**config.mk**
```make
export PLATFORM = sky130hd
export DESIGN_NAME = fp32_mul_seq
export DESIGN_NICKNAME = d
export VERILOG_FILES = /design/src/rtl/fp_pkg.sv /design/src/rtl/fp32_mul_seq_mant.sv /design/src/rtl/fp32_mul_seq.sv
export SDC_FILE = /design/constraint.sdc
export NUM_CORES = 1
export LEC_CHECK = 0
export CAP_MARGIN = 5
export CORE_MARGIN = 8
export CORE_UTILIZATION = 27
export CTS_CLUSTER_SIZE = 30
export DETAILED_ROUTE_END_ITERATION = 8
export PLACE_DENSITY = 0.44
export REMOVE_ABC_BUFFERS = 1
export SYNTH_ARGS = -nofsm -noshare
export SYNTH_HDL_FRONTEND = slang
export SYNTH_SLANG_ARGS = --single-unit
```
**constraint.sdc**
```tcl
create_clock -name clk -period 11.3 [get_ports clk]
set_input_delay 2.26 -clock clk [delete_from_list [all_inputs] [get_ports clk]]
set_output_delay 2.26 -clock clk [all_outputs]
set_load 0.05 [all_outputs]
```
**src/rtl/fp_pkg.sv**
```systemverilog
// Shared FP32 definitions: field widths, bias, FSM encoding and field-slice helpers.
package fp_pkg;

  localparam int EXP_W   = 8;
  localparam int MAN_W   = 23;
  localparam int BIAS    = 127;
  localparam int EXP_MAX = 255;
  localparam int SIG_W   = MAN_W + 1;   // significand including hidden bit
  localparam int PROD_W  = 2 * SIG_W;   // full significand product width

  typedef enum logic [1:0] {
    ST_IDLE = 2'd0,
    ST_MUL  = 2'd1,
    ST_NORM = 2'd2,
    ST_DONE = 2'd3
  } fsm_state_e;

  function automatic logic fp_sign(input logic [31:0] x);
    return x[31];
  endfunction

  function automatic logic [EXP_W-1:0] fp_exp(input logic [31:0] x);
    return x[30:23];
  endfunction

  function automatic logic [MAN_W-1:0] fp_man(input logic [31:0] x);
    return x[22:0];
  endfunction

endpackage

```
**src/rtl/fp32_mul_seq_mant.sv**
```systemverilog
// 24x24 shift-add significand multiplier: one partial product per clock, 24 clocks per product.
module fp32_mant_mul_seq
  import fp_pkg::*;
(
  input  logic              clk,
  input  logic              rst_n,
  input  logic              start,
  input  logic [SIG_W-1:0]  ma,
  input  logic [SIG_W-1:0]  mb,
  output logic              done,
  output logic [PROD_W-1:0] prod
);

  logic [SIG_W-1:0]  ma_q, ma_d;
  logic [SIG_W-1:0]  mb_q, mb_d;
  logic [PROD_W-1:0] acc_q, acc_d;
  logic [4:0]        cnt_q, cnt_d;
  logic              busy_q, busy_d;

  // Next-state: load on start, otherwise add one shifted partial product per busy cycle.
  always_comb begin
    ma_d   = ma_q;
    mb_d   = mb_q;
    acc_d  = acc_q;
    cnt_d  = cnt_q;
    busy_d = busy_q;
    if (start) begin
      ma_d   = ma;
      mb_d   = mb;
      acc_d  = '0;
      cnt_d  = 5'd0;
      busy_d = 1'b1;
    end else if (busy_q) begin
      if (mb_q[cnt_q]) begin
        acc_d = acc_q + ({{(PROD_W-SIG_W){1'b0}}, ma_q} << cnt_q);
      end else begin
        acc_d = acc_q;
      end
      cnt_d = cnt_q + 5'd1;
      if (cnt_q == 5'd23) begin
        busy_d = 1'b0;
      end else begin
        busy_d = 1'b1;
      end
    end else begin
      busy_d = 1'b0;
    end
  end

  // Multiplier state registers; reset abandons any product in progress.
  always_ff @(posedge clk or negedge rst_n) begin
    if (!rst_n) begin
      ma_q   <= '0;
      mb_q   <= '0;
      acc_q  <= '0;
      cnt_q  <= 5'd0;
      busy_q <= 1'b0;
    end else begin
      ma_q   <= ma_d;
      mb_q   <= mb_d;
      acc_q  <= acc_d;
      cnt_q  <= cnt_d;
      busy_q <= busy_d;
    end
  end

  // done marks the cycle whose edge performs the last iteration, so prod is final right after it.
  assign done = busy_q && (cnt_q == 5'd23);
  assign prod = acc_q;

endmodule

```
**src/rtl/fp32_mul_seq.sv**
```systemverilog
// Iterative FP32 multiplier: handshake FSM, sign/exponent path, normalisation and flags.
module fp32_mul_seq
  import fp_pkg::*;
#(
  parameter int XLEN = 32
) (
  input  logic            clk,
  input  logic            rst_n,
  input  logic            in_valid,
  output logic            in_ready,
  input  logic [XLEN-1:0] a,
  input  logic [XLEN-1:0] b,
  output logic            out_valid,
  input  logic            out_ready,
  output logic [XLEN-1:0] result,
  output logic            overflow,
  output logic            underflow
);

  fsm_state_e        state_q, state_d;
  logic              sign_q, sign_d;
  logic [EXP_W-1:0]  ea_q, ea_d;
  logic [EXP_W-1:0]  eb_q, eb_d;
  logic              zflag_q, zflag_d;
  logic [XLEN-1:0]   result_q, result_d;
  logic              overflow_q, overflow_d;
  logic              underflow_q, underflow_d;

  logic              accept_s;
  logic              mul_done_s;
  logic [PROD_W-1:0] prod_s;
  logic signed [9:0] exp_s;
  logic signed [9:0] exp_adj_s;
  logic [MAN_W-1:0]  man_s;

  assign accept_s = in_valid && (state_q == ST_IDLE);

  fp32_mant_mul_seq u_mant (
    .clk   (clk),
    .rst_n (rst_n),
    .start (accept_s),
    .ma    ({1'b1, fp_man(a)}),
    .mb    ({1'b1, fp_man(b)}),
    .done  (mul_done_s),
    .prod  (prod_s)
  );

  // Exponent sum in 10-bit signed plus one-bit normalisation of the significand product.
  always_comb begin
    exp_s = $signed({2'b00, ea_q}) + $signed({2'b00, eb_q}) - 10'sd127;
    if (prod_s[PROD_W-1]) begin
      exp_adj_s = exp_s + 10'sd1;
      man_s     = prod_s[46:24];
    end else begin
      exp_adj_s = exp_s;
      man_s     = prod_s[45:23];
    end
  end

  // Handshake FSM next state plus operand capture and result/flag formation.
  always_comb begin
    state_d     = state_q;
    sign_d      = sign_q;
    ea_d        = ea_q;
    eb_d        = eb_q;
    zflag_d     = zflag_q;
    result_d    = result_q;
    overflow_d  = overflow_q;
    underflow_d = underflow_q;
    case (state_q)
      ST_IDLE: begin
        if (accept_s) begin
          sign_d  = fp_sign(a) ^ fp_sign(b);
          ea_d    = fp_exp(a);
          eb_d    = fp_exp(b);
          zflag_d = (fp_exp(a) == 8'd0) || (fp_exp(b) == 8'd0);
          state_d = ST_MUL;
        end else begin
          state_d = ST_IDLE;
        end
      end
      ST_MUL: begin
        if (mul_done_s) begin
          state_d = ST_NORM;
        end else begin
          state_d = ST_MUL;
        end
      end
      ST_NORM: begin
        // Zero operands win over any exponent range result.
        if (zflag_q) begin
          result_d    = {sign_q, 31'd0};
          overflow_d  = 1'b0;
          underflow_d = 1'b0;
        end else if (exp_adj_s >= 10'sd255) begin
          result_d    = {sign_q, 8'hFF, 23'd0};
          overflow_d  = 1'b1;
          underflow_d = 1'b0;
        end else if (exp_adj_s <= 10'sd0) begin
          result_d    = {sign_q, 31'd0};
          overflow_d  = 1'b0;
          underflow_d = 1'b1;
        end else begin
          result_d    = {sign_q, exp_adj_s[7:0], man_s};
          overflow_d  = 1'b0;
          underflow_d = 1'b0;
        end
        state_d = ST_DONE;
      end
      ST_DONE: begin
        // Flags are only meaningful alongside out_valid, so drop them on handoff.
        if (out_ready) begin
          overflow_d  = 1'b0;
          underflow_d = 1'b0;
          state_d     = ST_IDLE;
        end else begin
          state_d = ST_DONE;
        end
      end
      default: begin
        state_d = ST_IDLE;
      end
    endcase
  end

  // FSM, operand and result registers.
  always_ff @(posedge clk or negedge rst_n) begin
    if (!rst_n) begin
      state_q     <= ST_IDLE;
      sign_q      <= 1'b0;
      ea_q        <= 8'd0;
      eb_q        <= 8'd0;
      zflag_q     <= 1'b0;
      result_q    <= '0;
      overflow_q  <= 1'b0;
      underflow_q <= 1'b0;
    end else begin
      state_q     <= state_d;
      sign_q      <= sign_d;
      ea_q        <= ea_d;
      eb_q        <= eb_d;
      zflag_q     <= zflag_d;
      result_q    <= result_d;
      overflow_q  <= overflow_d;
      underflow_q <= underflow_d;
    end
  end

  assign in_ready  = (state_q == ST_IDLE);
  assign out_valid = (state_q == ST_DONE);
  assign result    = result_q;
  assign overflow  = overflow_q;
  assign underflow = underflow_q;

endmodule

```
==> impl_results.md <==
* Status: finished, final reports clean
* Die height at 220 um
* Maxcap violations at 0
* Met2 usage at 23.4%
* CP Class: flop to flop
* Post-CTS sizing at 0
* Initial antenna violation count at 0
* Dpl cells at 1936
* Met1 Resource Use GR at roughly a fifth
* Floorplan core area at a little over 40000 sq um
* Crit path largest cell delay at around 1.1 ns
* Worst clock skew at 0.0118 ns
* RSZ-0062 raised after global routing: false
* Buffers added on ports at 103
* Cells after synthesis at 1366
* Antenna cells at 0
* Worst EP required at between 10 and 15 ns
* # DRC at 0
* Global route overflow at 0
* Post-synth top flop: dfrtp_1
* Initial drt markers at 553
* Total CTS buffers at 17
* Commonest cells in the synthesized netlist: nand2_1, dfrtp_1, nor2_1
* Clock Tree Root: clkbuf_16
* H-tree levels at 4
* First-pass GRT wire length at approximately 55 mm
* WL per Instance at 17.1 um
* Count of final hold-check violations at 0
* Final setup viols at 0
* Unique masters post-synth at 77
* Max Freq at 190 MHz
* Critical Path Sink Type: flop
* Final Util at a little under a third
* Die Footprint at just under 50000 sq um
* Initial DRT Pass Iterations at 5
* Fraction of registers with async set/reset at 100%
* Ys Warns at 0
* Seq/Total Area, Yosys at approximately a third
* Yosys top cell area share at 34.4%
* CTS tree: yes
* Final nets at 1550
* GRT busiest layer: met2
* Routability cong. at about 0.87
* CP max FO at 42
* Number of synthesized register bits at 155
* Die Wd at 220 um
* Area leader, netlist: dfrtp_1
* Met3 Use GR at 2.53%
* HP Class: flop to flop
* Vias per cell at 4.96
* Row cnt at 75
* Num ports at 104
* Synth-to-Final Area Change at 17.9%
* Fin Hold WS at 0.476 ns
* Detailed-route via count at between 9000 and 10000
* GRT Overall Usage at 14.2%
* Fin Setup TNS at 0 ns
* Clock latency on the worst-skew pair at 0.44 ns
* Tmin final at 5.27 ns
* Largest cells by area after synthesis: dfrtp_1, nand2_1, ha_1
* Crit path DAT at around 5.6 ns
* Worst-Margin Slew at 1.03 ns
* Cells along the critical path: mux2_2 > o21ai_0 > o21ai_0 > o21ai_0 > o22ai_1 > ha_1 > nand4_1 > or3_1 > a2111oi_2 > nor2_1 > o31a_1 > nor3_1 > mux2_2 > o22ai_1
* Slowest cell on crit path: dfrtp_2
* Reg clk slew, reported paths at 0.06 ns
* Clk sinks at 155
* Worst path most repeated cell: o21ai_0
* Post-Syn Area at 11300 sq um
* Top-count cell post-synth: nand2_1
* Layout cells sized above 1 at 8.89%
* Filler Cell Count at 4435
* Max-slew violation count at 0
* Rel. slew slack at 31.1%
* Hold buffer count at cts at 0
* Vias in the first global route at 9921
* Number of enable flip-flop cells after synthesis at 0
* WL final at around 34 mm
* DP HPWL at around 26 mm
* Largest net degree at the start of global routing at 75
* CTS Buffer Depth at 2
* Final ANT Viol Nets at 0
* Initial Utilization at 27.1%
* Setup bufs post-CTS at 0
* CP Launch Type: flop
* Synth Area per Inst at 8.25 sq um
* Non-Filler Instances at 1968
* Period utilization at 46.6%
## area by class of cell
type | instances | area [sq um] | share of cell area, %
Tap cell | 539 | 674 | 5.08
Timing Repair Buffer | 114 | 1110 | 8.40
Clock inverter | 10 | 118 | 0.886
Clock buffer | 22 | 444 | 3.35
Multi-Input combinational cell | 1104 | 6960 | 52.4
Inverter | 24 | 90.1 | 0.678
Sequential cell | 155 | 3880 | 29.2
## layout by cell type, fill, tap and decap left out, types with 16 or more instances in the layout
cell type	count
nand2_1	300
dfrtp_1	154
nor2_1	138
a21oi_1	106
clkdlybuf4s50_1	102
o21ai_0	71
ha_1	64
mux2i_1	62
xor2_1	30
nand3_1	29
xnor2_1	23
inv_1	22
mux2_2	21
o22ai_1	20
o21ai_2	19
nand4_1	17
clkbuf_16	17
nor3_1	16
## sequential cells by signal, indices dropped and copies added (netlist names)
| name | cells |
|---|---|
| u_mant.prod | 48 |
| u_mant.busy_q | 1 |
| overflow | 1 |
| underflow | 1 |
| u_mant.cnt_q | 5 |
| result | 32 |
| eb_q | 8 |
| u_mant.ma_q | 23 |
| zflag_q | 1 |
| state_q | 2 |
| sign_q | 1 |
| u_mant.mb_q | 24 |
| ea_q | 8 |
## path summary, 6_finish.rpt
| check | start | to | slack [ns] | cells after the start |
|---|---|---|---|---|
| min in group asynchronous | rst_n | eb_q[6] | 1.71 | 1 |
| worst max-delay path | u_mant.cnt_q[0] | u_mant.prod[39] | 6.03 | 14 |
| worst max register to register | u_mant.cnt_q[0] | u_mant.prod[39] | 6.03 | 14 |
| worst min register to register | u_mant.mb_q[19] | u_mant.mb_q[19] | 0.48 | 2 |
| worst min-delay path | u_mant.mb_q[19] | u_mant.mb_q[19] | 0.48 | 2 |
| max in group asynchronous | rst_n | u_mant.ma_q[3] | 8.41 | 2 |
## layer usage
layer  routed length, um  share of wire (%)
met5                   0                  0
met4                 434                1.3
met3                1310                3.9
met2               15900                 47
met1               16100                 48
## stage by stage
stage	cell area, sq um	setup WS [ns]
5_1_grt	13300	5.63
2_1_floorplan	10900	5.45
3_5_place_dp	12700	5.92
6_report	13300	6.03
4_1_cts	13300	5.91
3_3_place_gp	12700	5.87
## cell families after synthesis
family	Yosys count	share of synthesized area, %
XOR/XNOR	54	4.26
multiplexers	94	9.74
flip-flops	155	34.4
AO/OA/AOI/OAI	324	18.5
AND/OR/NAND/NOR	566	21.6
adder cells (fa/ha/maj)	66	7.46
buffers and inverters	107	3.96
## critical path: cells and delay by family (launching register included)
kind,cells,cell delay [ns]
AO/OA/AOI/OAI,7,1.91
adder cells (fa/ha/maj),1,0.44
flip-flops,1,1.05
multiplexers,2,0.79
AND/OR/NAND/NOR,4,0.97
Power is not shown: default switching activity piles up to over one toggle a cycle in this logic, so the estimate is an artifact.
